File: config.mk
export PLATFORM = sky130hd
export DESIGN_NAME = ads1278_frame_reader
export DESIGN_NICKNAME = d
export VERILOG_FILES = /design/src/rtl/ads1278_frame_reader.sv
export SDC_FILE = /design/constraint.sdc
export NUM_CORES = 1
export LEC_CHECK = 0
export ABC_AREA = 1
export CORE_UTILIZATION = 55
export DETAILED_ROUTE_END_ITERATION = 12
export GPL_TIMING_DRIVEN = 0
export HOLD_SLACK_MARGIN = 0.03
export PLACE_DENSITY = 0.88
export SYNTH_ARGS = -nofsm -noshare
export SYNTH_HDL_FRONTEND = slang
export SYNTH_SLANG_ARGS = --single-unit
File: constraint.sdc
create_clock -name sys_clk -period 1.6 [get_ports sys_clk]
set_input_delay 0.32 -clock sys_clk [delete_from_list [all_inputs] [get_ports sys_clk]]
set_output_delay 0.32 -clock sys_clk [all_outputs]
set_load 0.03 [all_outputs]
File: src/rtl/ads1278_frame_reader.sv
// ADS1278 acquisition sequencer: master clock, SYNC pulse, DRDY wait and
// frame-sync SPI readout of NUM_CH words of DATA_W bits, MSB first.
//
// Ports:
//   sys_clk, sys_rst_n        : system clock, async active-low reset
//   i_start                   : level, high requests continuous acquisition
//   i_ads1278_drdy_n          : ADC data-ready (async, active low)
//   i_ads1278_dout            : ADC serial data
//   o_ads1278_clk             : ADC master clock (toggles every CLK_DIV)
//   o_ads1278_sclk            : serial clock, idles low
//   o_ads1278_sync_n          : ADC SYNC, active low
//   o_ch_data/o_ch_idx        : last completed channel word and its index
//   o_ch_valid                : one-cycle strobe for o_ch_data/o_ch_idx
//   o_frame_done              : one-cycle strobe after the last channel
//   o_busy                    : high whenever not IDLE
//   o_overrun                 : sticky, DRDY fell during SHIFT
module ads1278_frame_reader #(
    parameter int CLK_DIV  = 2,
    parameter int SCLK_DIV = 2,
    parameter int NUM_CH   = 8,
    parameter int DATA_W   = 24,
    parameter int SYNC_LEN = 4,
    localparam int IW = (NUM_CH > 1) ? $clog2(NUM_CH) : 1
) (
    input  logic              sys_clk,
    input  logic              sys_rst_n,
    input  logic              i_start,
    input  logic              i_ads1278_drdy_n,
    input  logic              i_ads1278_dout,
    output logic              o_ads1278_clk,
    output logic              o_ads1278_sclk,
    output logic              o_ads1278_sync_n,
    output logic [DATA_W-1:0] o_ch_data,
    output logic [IW-1:0]     o_ch_idx,
    output logic              o_ch_valid,
    output logic              o_frame_done,
    output logic              o_busy,
    output logic              o_overrun
);

    localparam int CW = (CLK_DIV > 1) ? $clog2(CLK_DIV) : 1;
    localparam int PW = (SCLK_DIV > 1) ? $clog2(SCLK_DIV) : 1;
    localparam int SW = (SYNC_LEN > 1) ? $clog2(SYNC_LEN) : 1;
    localparam int BW = (DATA_W > 1) ? $clog2(DATA_W) : 1;

    typedef enum logic [2:0] {
        S_IDLE,
        S_SYNC,
        S_WAIT,
        S_SHIFT,
        S_DONE
    } state_t;

    state_t state;
    state_t state_nxt;

    logic [CW-1:0]     mclk_cnt;
    logic              mclk;
    logic              drdy_meta;
    logic              drdy_sync;
    logic              drdy_prev;
    logic              drdy_fall;
    logic [SW-1:0]     sync_cnt;
    logic [PW-1:0]     phase;
    logic [BW-1:0]     bit_cnt;
    logic [IW-1:0]     ch_cnt;
    logic [DATA_W-1:0] shreg;
    logic              word_rdy;
    logic              tail;
    logic              sclk;
    logic              sync_n;
    logic              phase_wrap;
    logic              sclk_rise;
    logic              sync_last;
    logic              word_last;
    logic              ch_last;

    assign o_ads1278_clk    = mclk;
    assign o_ads1278_sclk   = sclk;
    assign o_ads1278_sync_n = sync_n;
    assign o_busy           = (state != S_IDLE);

    // Free-running master clock, independent of the sequencer state.
    always_ff @(posedge sys_clk or negedge sys_rst_n) begin
        if (!sys_rst_n) begin
            mclk_cnt <= '0;
            mclk     <= 1'b0;
        end else if (mclk_cnt == CW'(CLK_DIV - 1)) begin
            mclk_cnt <= '0;
            mclk     <= ~mclk;
        end else begin
            mclk_cnt <= mclk_cnt + CW'(1);
        end
    end

    // DRDY synchronizer; idles high so release never fakes a falling edge.
    always_ff @(posedge sys_clk or negedge sys_rst_n) begin
        if (!sys_rst_n) begin
            drdy_meta <= 1'b1;
            drdy_sync <= 1'b1;
            drdy_prev <= 1'b1;
        end else begin
            drdy_meta <= i_ads1278_drdy_n;
            drdy_sync <= drdy_meta;
            drdy_prev <= drdy_sync;
        end
    end

    assign drdy_fall  = drdy_prev & ~drdy_sync;
    assign phase_wrap = (phase == PW'(SCLK_DIV - 1));
    // No new rising edge once the last channel has been captured.
    assign sclk_rise  = (state == S_SHIFT) & phase_wrap & ~sclk & ~tail;
    assign sync_last  = (sync_cnt == SW'(SYNC_LEN - 1));
    assign word_last  = (bit_cnt == BW'(DATA_W - 1));
    assign ch_last    = (ch_cnt == IW'(NUM_CH - 1));

    always_ff @(posedge sys_clk or negedge sys_rst_n) begin
        if (!sys_rst_n) begin
            state <= S_IDLE;
        end else begin
            state <= state_nxt;
        end
    end

    always_comb begin
        state_nxt = state;
        unique case (state)
            S_IDLE: begin
                if (i_start) begin
                    state_nxt = S_SYNC;
                end
            end
            S_SYNC: begin
                if (sync_last) begin
                    state_nxt = S_WAIT;
                end
            end
            S_WAIT: begin
                if (drdy_fall) begin
                    state_nxt = S_SHIFT;
                end else if (!i_start) begin
                    state_nxt = S_IDLE;
                end
            end
            S_SHIFT: begin
                // Leave once sclk is (or is about to be) low after the
                // last word, so the final high phase keeps its full width.
                if (tail && (!sclk || phase_wrap)) begin
                    state_nxt = S_DONE;
                end
            end
            S_DONE: begin
                state_nxt = i_start ? S_WAIT : S_IDLE;
            end
            default: begin
                state_nxt = S_IDLE;
            end
        endcase
    end

    always_ff @(posedge sys_clk or negedge sys_rst_n) begin
        if (!sys_rst_n) begin
            sync_cnt     <= '0;
            phase        <= '0;
            bit_cnt      <= '0;
            ch_cnt       <= '0;
            shreg        <= '0;
            word_rdy     <= 1'b0;
            tail         <= 1'b0;
            sclk         <= 1'b0;
            sync_n       <= 1'b1;
            o_ch_data    <= '0;
            o_ch_idx     <= '0;
            o_ch_valid   <= 1'b0;
            o_frame_done <= 1'b0;
            o_overrun    <= 1'b0;
        end else begin
            o_ch_valid   <= 1'b0;
            o_frame_done <= (state_nxt == S_DONE);
            sync_n       <= (state_nxt != S_SYNC);
            unique case (state)
                S_SYNC: begin
                    sync_cnt  <= sync_last ? '0 : sync_cnt + SW'(1);
                    o_overrun <= 1'b0;
                end
                S_WAIT: begin
                    phase    <= '0;
                    bit_cnt  <= '0;
                    ch_cnt   <= '0;
                    word_rdy <= 1'b0;
                    tail     <= 1'b0;
                    sclk     <= 1'b0;
                end
                S_SHIFT: begin
                    if (drdy_fall) begin
                        o_overrun <= 1'b1;
                    end
                    phase <= phase_wrap ? '0 : phase + PW'(1);
                    if (phase_wrap) begin
                        sclk <= tail ? 1'b0 : ~sclk;
                    end
                    word_rdy <= 1'b0;
                    if (sclk_rise) begin
                        shreg <= {shreg[DATA_W-2:0], i_ads1278_dout};
                        if (word_last) begin
                            bit_cnt  <= '0;
                            word_rdy <= 1'b1;
                        end else begin
                            bit_cnt <= bit_cnt + BW'(1);
                        end
                    end
                    // Word is published the cycle after its last sample.
                    if (word_rdy) begin
                        o_ch_data  <= shreg;
                        o_ch_idx   <= ch_cnt;
                        o_ch_valid <= 1'b1;
                        ch_cnt     <= ch_cnt + IW'(1);
                        if (ch_last) begin
                            tail <= 1'b1;
                        end
                    end
                end
                default: begin
                    sync_cnt <= '0;
                    phase    <= '0;
                    word_rdy <= 1'b0;
                    tail     <= 1'b0;
                    sclk     <= 1'b0;
                end
            endcase
        end
    end

endmodule

==> flow_metrics.tcl, run 1 <==
set metrics [dict create \
    fill_cells 455 \
    die_w_um 78.40 \
    synth_top_area_cell "dfrtp_1" \
    die_h_um 78.40 \
    clk_path_buf_depth 2 \
    min_period_over_period_pct 97.57 \
    finClkSkew_ns 0.008637 \
    synth-seq-cells 77 \
    insertion_delay_ns 0.34 \
    end_kind "output pin" \
    clock_sinks 77 \
    gp_congestion 0.9465 \
    grt_setup_unrepaired "false" \
    power_frac_clock_pct 40.8 \
    grt_pass1_vias 2398 \
    wl_per_cell_um 14.20 \
    slew_violations 0 \
    grt_max_degree 41 \
    yosysMostFrequentCell "nand2_1" \
    worst_pin_slew_ns 0.4855 \
    post-route-util_pct 69.20 \
    synth.top_cell.area_share_pct 56.90 \
    p_total_mw 3.490 \
    fmax_mhz 640.6 \
    hold_viol_final 0 \
    ant_nets 0 \
    crit_family "flip-flops" \
    hold_class "reg2reg" \
    cts_buffers 9 \
    syn_nets 321 \
    max_slew_margin_pct 67.64 \
    crit_fanout 1 \
    fin_ws_ns 0.03890 \
    synth-warning-count 0 \
    die_area_mm2 0.006147 \
    port_buffers 38 \
    yosys-top-cells-area "dfrtp_1, nand2_1, o21ai_2, inv_1, dfstp_2" \
    grt_pass1_wl_mm 11.07 \
    nets 372 \
    path_class "reg2out" \
    max_cap_violations 0 \
    vias 2290 \
    switchingPower_mw 0.7411 \
    dp_hpwl_mm 4.291 \
    cts_root_buf "clkbuf_8" \
    path_cells "dlygate4sd2_1" \
    n_antenna_cell 0 \
    setup_viol 0 \
    cpPeakStageDelay_ns 0.51 \
    drive_above_1_share_pct 20.65 \
    clkTransAtPathRegs_ns 0.07 \
    p_int_mw 2.749 \
    antenna_found_initial 0 \
    avgSynthCellArea_um2 10.29 \
    avgViaCountPerCell 5.205 \
    overflow 0 \
    crit_buf_inv 1 \
    route.detailed.drc 0 \
    drt_first_pass_iters 4 \
    worstPathRequired_ns 1.28 \
    sw_frac_of_total_pct 21.23 \
    final_area_mm2 0.003857 \
    finalWirelength_mm 6.250 \
    synth_flop_cell "dfrtp_1" \
    ys_top_cells_by_count "nand2_1, dfrtp_1, inv_1, o21ai_2" \
    fp.coreArea_mm2 0.005574 \
    synth-edff-count 0 \
    power_leakage_nw 2.019 \
    cp_slowest_cell "dfstp_2" \
    synthDistinctLibCells 27 \
    period_minus_slack_ns 1.561 \
    first_iter_violations 170 \
    async_flop_share_pct 100.0 \
    htree_levels 3 \
    globalRouteTotalUtil_pct 23.93 \
    start_util_pct 57.60 \
    cts_tree "done" \
    pwr-share-seq_pct 56.7 \
    critPathArrivalTime_ns 1.24 \
    startpoint_type "register" \
    power_density_mw_per_mm2 904.9 \
    syn_inst 312 \
    status "finished clean" \
    area_delta_synth_final_pct 20.15 \
    io_pins 39 \
    ir_worst_vdd_uv 557.1 \
    combPwrFrac_pct 2.5 \
    seq_area_frac_synth_pct 60.17 \
    place_ws_ns -0.009524 \
    rows 27 \
    synth.cell_area_mm2 0.003211 \
    dpl-instance-area_mm2 0.003699 \
]
logic make-up (layout without fill, tap and decap cells):
family          count (synthesis)  in the layout  synth area share, %
flops                          77             77                60.17
xor+xnor                        2              2               0.5457
simple gates                  117            117                16.06
compound gates                 61             61                13.60
fa+ha+maj                       4              4                1.559
buf+inv                        51            107                8.067
per-stage QoR:
step,TNS [ns],instances,hold WS [ns]
2_1_floorplan,0,312,0.02441
3_3_place_gp,-177.77,422,0.3461
3_5_place_dp,-0.009524,423,0.3131
4_1_cts,-0.01393,440,0.3581
5_1_grt,0,440,0.3654
6_report,0,440,0.3573
cell type report:
type                    instances  area [um^2]  share of cell area (%)
flip-flops and latches         77         1933                   50.11
multi-input cells             184         1022                   26.50
repair buffers                 40        361.6                   9.374
inverters                      40        150.1                   3.892
clock buffers                  11        141.4                   3.665
plain buffers                  11        108.9                   2.822
well taps                      72        90.09                   2.335
clock inverters                 5        50.05                   1.297
power groups by stage:
| stage | logic (mW) | clock network, mW | registers, mW |
|---|---|---|---|
| after floorplan | 0.0288 | 0 | 2.01 |
| after CTS | 0.0907 | 1.44 | 1.98 |
| after global routing | 0.103 | 1.53 | 1.98 |
| after global placement | 0.0803 | 0 | 2.02 |
| after detailed placement | 0.0884 | 0 | 2.02 |
| final | 0.0871 | 1.42 | 1.98 |
what timing repair did:
action | in CTS | in global routing
resized for setup | 38 | 2
hold buffers | 1 | 0
endpoints found under the setup margin | 34 | 1
buffers inserted | 0 | 0
hold endpoints to repair | 34 | 0
per-layer routing:
metal | routed length [um] | vias to the layer above | track usage, %
met4 | 160 | 0 | 11.85
met5 | 0 | - | 0
met3 | 219 | 16 | 4.651
li1 | - | 1098 | -
met1 | 2717 | 1117 | 31.44
met2 | 3152 | 59 | 38.25
path summary, 6_finish.rpt:
kind	endpoint	from	slack (ns)	depth (start not counted)
worst max-delay path	o_ads1278_sync_n	o_ads1278_sync_n	0.04	1
worst min-delay path	drdy_sync	drdy_meta	0.36	0
worst max register to register	shreg[1]	o_ads1278_sclk	0.15	7
worst min register to register	drdy_sync	drdy_meta	0.36	0
max in group asynchronous	o_ads1278_sync_n	sys_rst_n	0.49	3
min in group asynchronous	ch_cnt[0]	sys_rst_n	0.48	2
sequential cells by signal, indices dropped and copies added (netlist names):
register	cells
phase	1
o_ch_idx	3
o_ads1278_sclk	1
o_ads1278_sync_n	1
o_ch_data	24
o_ads1278_clk	1
o_frame_done	1
state	3
word_rdy	1
tail	1
drdy_meta	1
bit_cnt	5
shreg	24
mclk_cnt	1
sync_cnt	2
ch_cnt	3
o_ch_valid	1
drdy_prev	1
o_overrun	1
drdy_sync	1
placed cells by master (no fill, tap or decap), drive strengths merged, types with 2 or more instances in the layout:
master and n:
nand4 3, o21ai 55, clkdlybuf4s50 3, nand3 16, dfrtp 73, dlygate4sd2 33, inv 40, clkinv 4
nor2 11, nand3b 2, clkbuf 12, a21oi 3, nand2 82, ha 4, dfstp 4, or2 3
xor2 2, buf 13
No activity file was read; power rests on OpenSTA's default activity.
==> inputs of run 2 (changes only) <==
--- a/config.mk
+++ b/config.mk
@@ -8,7 +8,6 @@
 export ABC_AREA = 1
 export CORE_UTILIZATION = 55
 export DETAILED_ROUTE_END_ITERATION = 12
-export GPL_TIMING_DRIVEN = 0
 export HOLD_SLACK_MARGIN = 0.03
 export PLACE_DENSITY = 0.88
 export SYNTH_ARGS = -nofsm -noshare
==> flow_metrics.tcl, run 2 (synthesized netlist as in run 1, its figures left out) <==
set metrics [dict create \
    vias 2244 \
    cpPeakStageDelay_ns 0.51 \
    ir_worst_vdd_uv 666.1 \
    power_density_mw_per_mm2 927.4 \
    rows 27 \
    route.detailed.drc 0 \
    max_cap_violations 0 \
    clk_path_buf_depth 2 \
    min_period_over_period_pct 97.17 \
    fp.coreArea_mm2 0.005574 \
    combPwrFrac_pct 2.5 \
    cts_tree "done" \
    path_class "reg2out" \
    period_minus_slack_ns 1.555 \
    worstPathRequired_ns 1.28 \
    grt_pass1_vias 2249 \
    nets 366 \
    finClkSkew_ns 0.008098 \
    gp_congestion 0.9320 \
    area_delta_synth_final_pct 18.90 \
    crit_buf_inv 1 \
    crit_fanout 1 \
    p_int_mw 2.790 \
    globalRouteTotalUtil_pct 22.16 \
    end_kind "output pin" \
    die_w_um 78.40 \
    startpoint_type "register" \
    power_frac_clock_pct 41.6 \
    hold_class "reg2reg" \
    crit_family "flip-flops" \
    holdWs_ns 0.3639 \
    fill_cells 418 \
    finalWirelength_mm 5.799 \
    grt_max_degree 52 \
    die_h_um 78.40 \
    final_cell_mix "nand2_1, dfrtp_1, inv_1" \
    max_slew_margin_pct 68.07 \
    grt_setup_unrepaired "false" \
    drt_first_pass_iters 5 \
    worst_pin_slew_ns 0.4739 \
    cts_buffers 9 \
    top_regs "o_ch_data x24, shreg x24, bit_cnt x5" \
    clock_sinks 77 \
    fmax_mhz 643.2 \
    setup_viol 0 \
    switchingPower_mw 0.7507 \
    grt_pass1_wl_mm 10.29 \
    path_cells "dlygate4sd2_1" \
    die_area_mm2 0.006147 \
    dp_hpwl_mm 3.797 \
    slew_violations 0 \
    insertion_delay_ns 0.35 \
    io_pins 39 \
    status "finished clean" \
    start_util_pct 57.60 \
    pwr-share-seq_pct 55.9 \
    drive_above_1_share_pct 19.39 \
    finalNonFillerCells 433 \
    overflow 0 \
    place_inst 416 \
    htree_levels 3 \
    avgViaCountPerCell 5.182 \
    port_buffers 38 \
    critPathArrivalTime_ns 1.23 \
    cp_slowest_cell "dfstp_2" \
    n_antenna_cell 0 \
    sw_frac_of_total_pct 21.20 \
    wl_per_cell_um 13.39 \
    clkTransAtPathRegs_ns 0.07 \
    hold_viol_final 0 \
    power_leakage_nw 1.992 \
    ant_nets 0 \
    antenna_found_initial 0 \
    first_iter_violations 178 \
    cts_root_buf "clkbuf_8" \
    final_common_cell "nand2_1" \
]
-- run 2: cell count changes in the layout (fill, tap and decap cells not counted), sizes merged --
cell      change
clkinv        -2
clkinvlp      +1
clkbuf        -1
buf           -5
-- run 2: power groups by stage --
stage | clock, mW | sequential [mW] | combinational [mW]
floorplan | 0 | 2.01 | 0.0288
global placement | 0 | 2.01 | 0.0867
detailed placement | 0 | 2.02 | 0.0901
CTS | 1.50 | 1.98 | 0.0917
global route | 1.57 | 1.98 | 0.102
finish | 1.47 | 1.98 | 0.0879
-- run 2: layer usage --
layer | wire (um) | share of wire [%] | global-route usage, %
met5 | 0 | 0 | 0
met4 | 183 | 3.2 | 12.96
met3 | 193 | 3.3 | 4.651
met2 | 2882 | 50 | 33.77
met1 | 2540 | 44 | 29.49
-- run 2: area by class of cell --
cell class / count / area [um^2] / area share (%)
Sequential cell: 77 / 1932 / 50.61
Multi-Input combinational cell: 184 / 1022 / 26.78
Timing Repair Buffer: 45 / 424.2 / 11.11
Clock buffer: 11 / 151.4 / 3.966
Inverter: 40 / 150.1 / 3.933
Tap cell: 72 / 90.09 / 2.360
Clock inverter: 4 / 47.55 / 1.245
-- run 2: final timing paths --
check                           slack [ns]  cells after the start          endpoint        startpoint
worst max-delay path                  0.05                      1  o_ads1278_sync_n  o_ads1278_sync_n
worst min-delay path                  0.36                      0         drdy_prev         drdy_sync
worst max register to register        0.15                      7          shreg[0]          state[2]
worst min register to register        0.36                      0         drdy_prev         drdy_sync
max in group asynchronous             0.64                      3         shreg[21]         sys_rst_n
min in group asynchronous             0.43                      2         ch_cnt[0]         sys_rst_n
-- run 2: what timing repair did --
item                                    4_1_cts  5_1_grt
endpoints found under the hold margin        24        0
hold buffers                                  1        0
endpoints found under the setup margin       34        1
pin swaps                                     0        1
setup buffers                                 0        1
resized for setup                            37        2
-- run 2: metrics by stage --
| step | utilization, % | setup TNS (ns) | worst slack, ns | instance area, um^2 | total power [mW] |
|---|---|---|---|---|---|
| CTS | 68.46 | -0.01814 | -0.01814 | 3816 | 3.570 |
| floorplan | - | 0 | 0.2171 | 3211 | 2.043 |
| global route | 68.48 | 0 | 0.01933 | 3817 | 3.657 |
| finish | 68.48 | 0 | 0.04525 | 3817 | 3.540 |
| global placement | 65.39 | 0 | 0.06339 | 3645 | 2.101 |
| detailed placement | 65.39 | 0 | 0.002362 | 3645 | 2.106 |
==> inputs of run 3 (changes only) <==
--- a/config.mk
+++ b/config.mk
@@ -6,6 +6,7 @@
 export NUM_CORES = 1
 export LEC_CHECK = 0
 export ABC_AREA = 1
+export ABC_CLOCK_PERIOD_IN_PS = 1600
 export CORE_UTILIZATION = 55
 export DETAILED_ROUTE_END_ITERATION = 12
 export HOLD_SLACK_MARGIN = 0.03
==> results of run 3 <==
No change in the layout: final DEF, timing and power equal those of run 2.
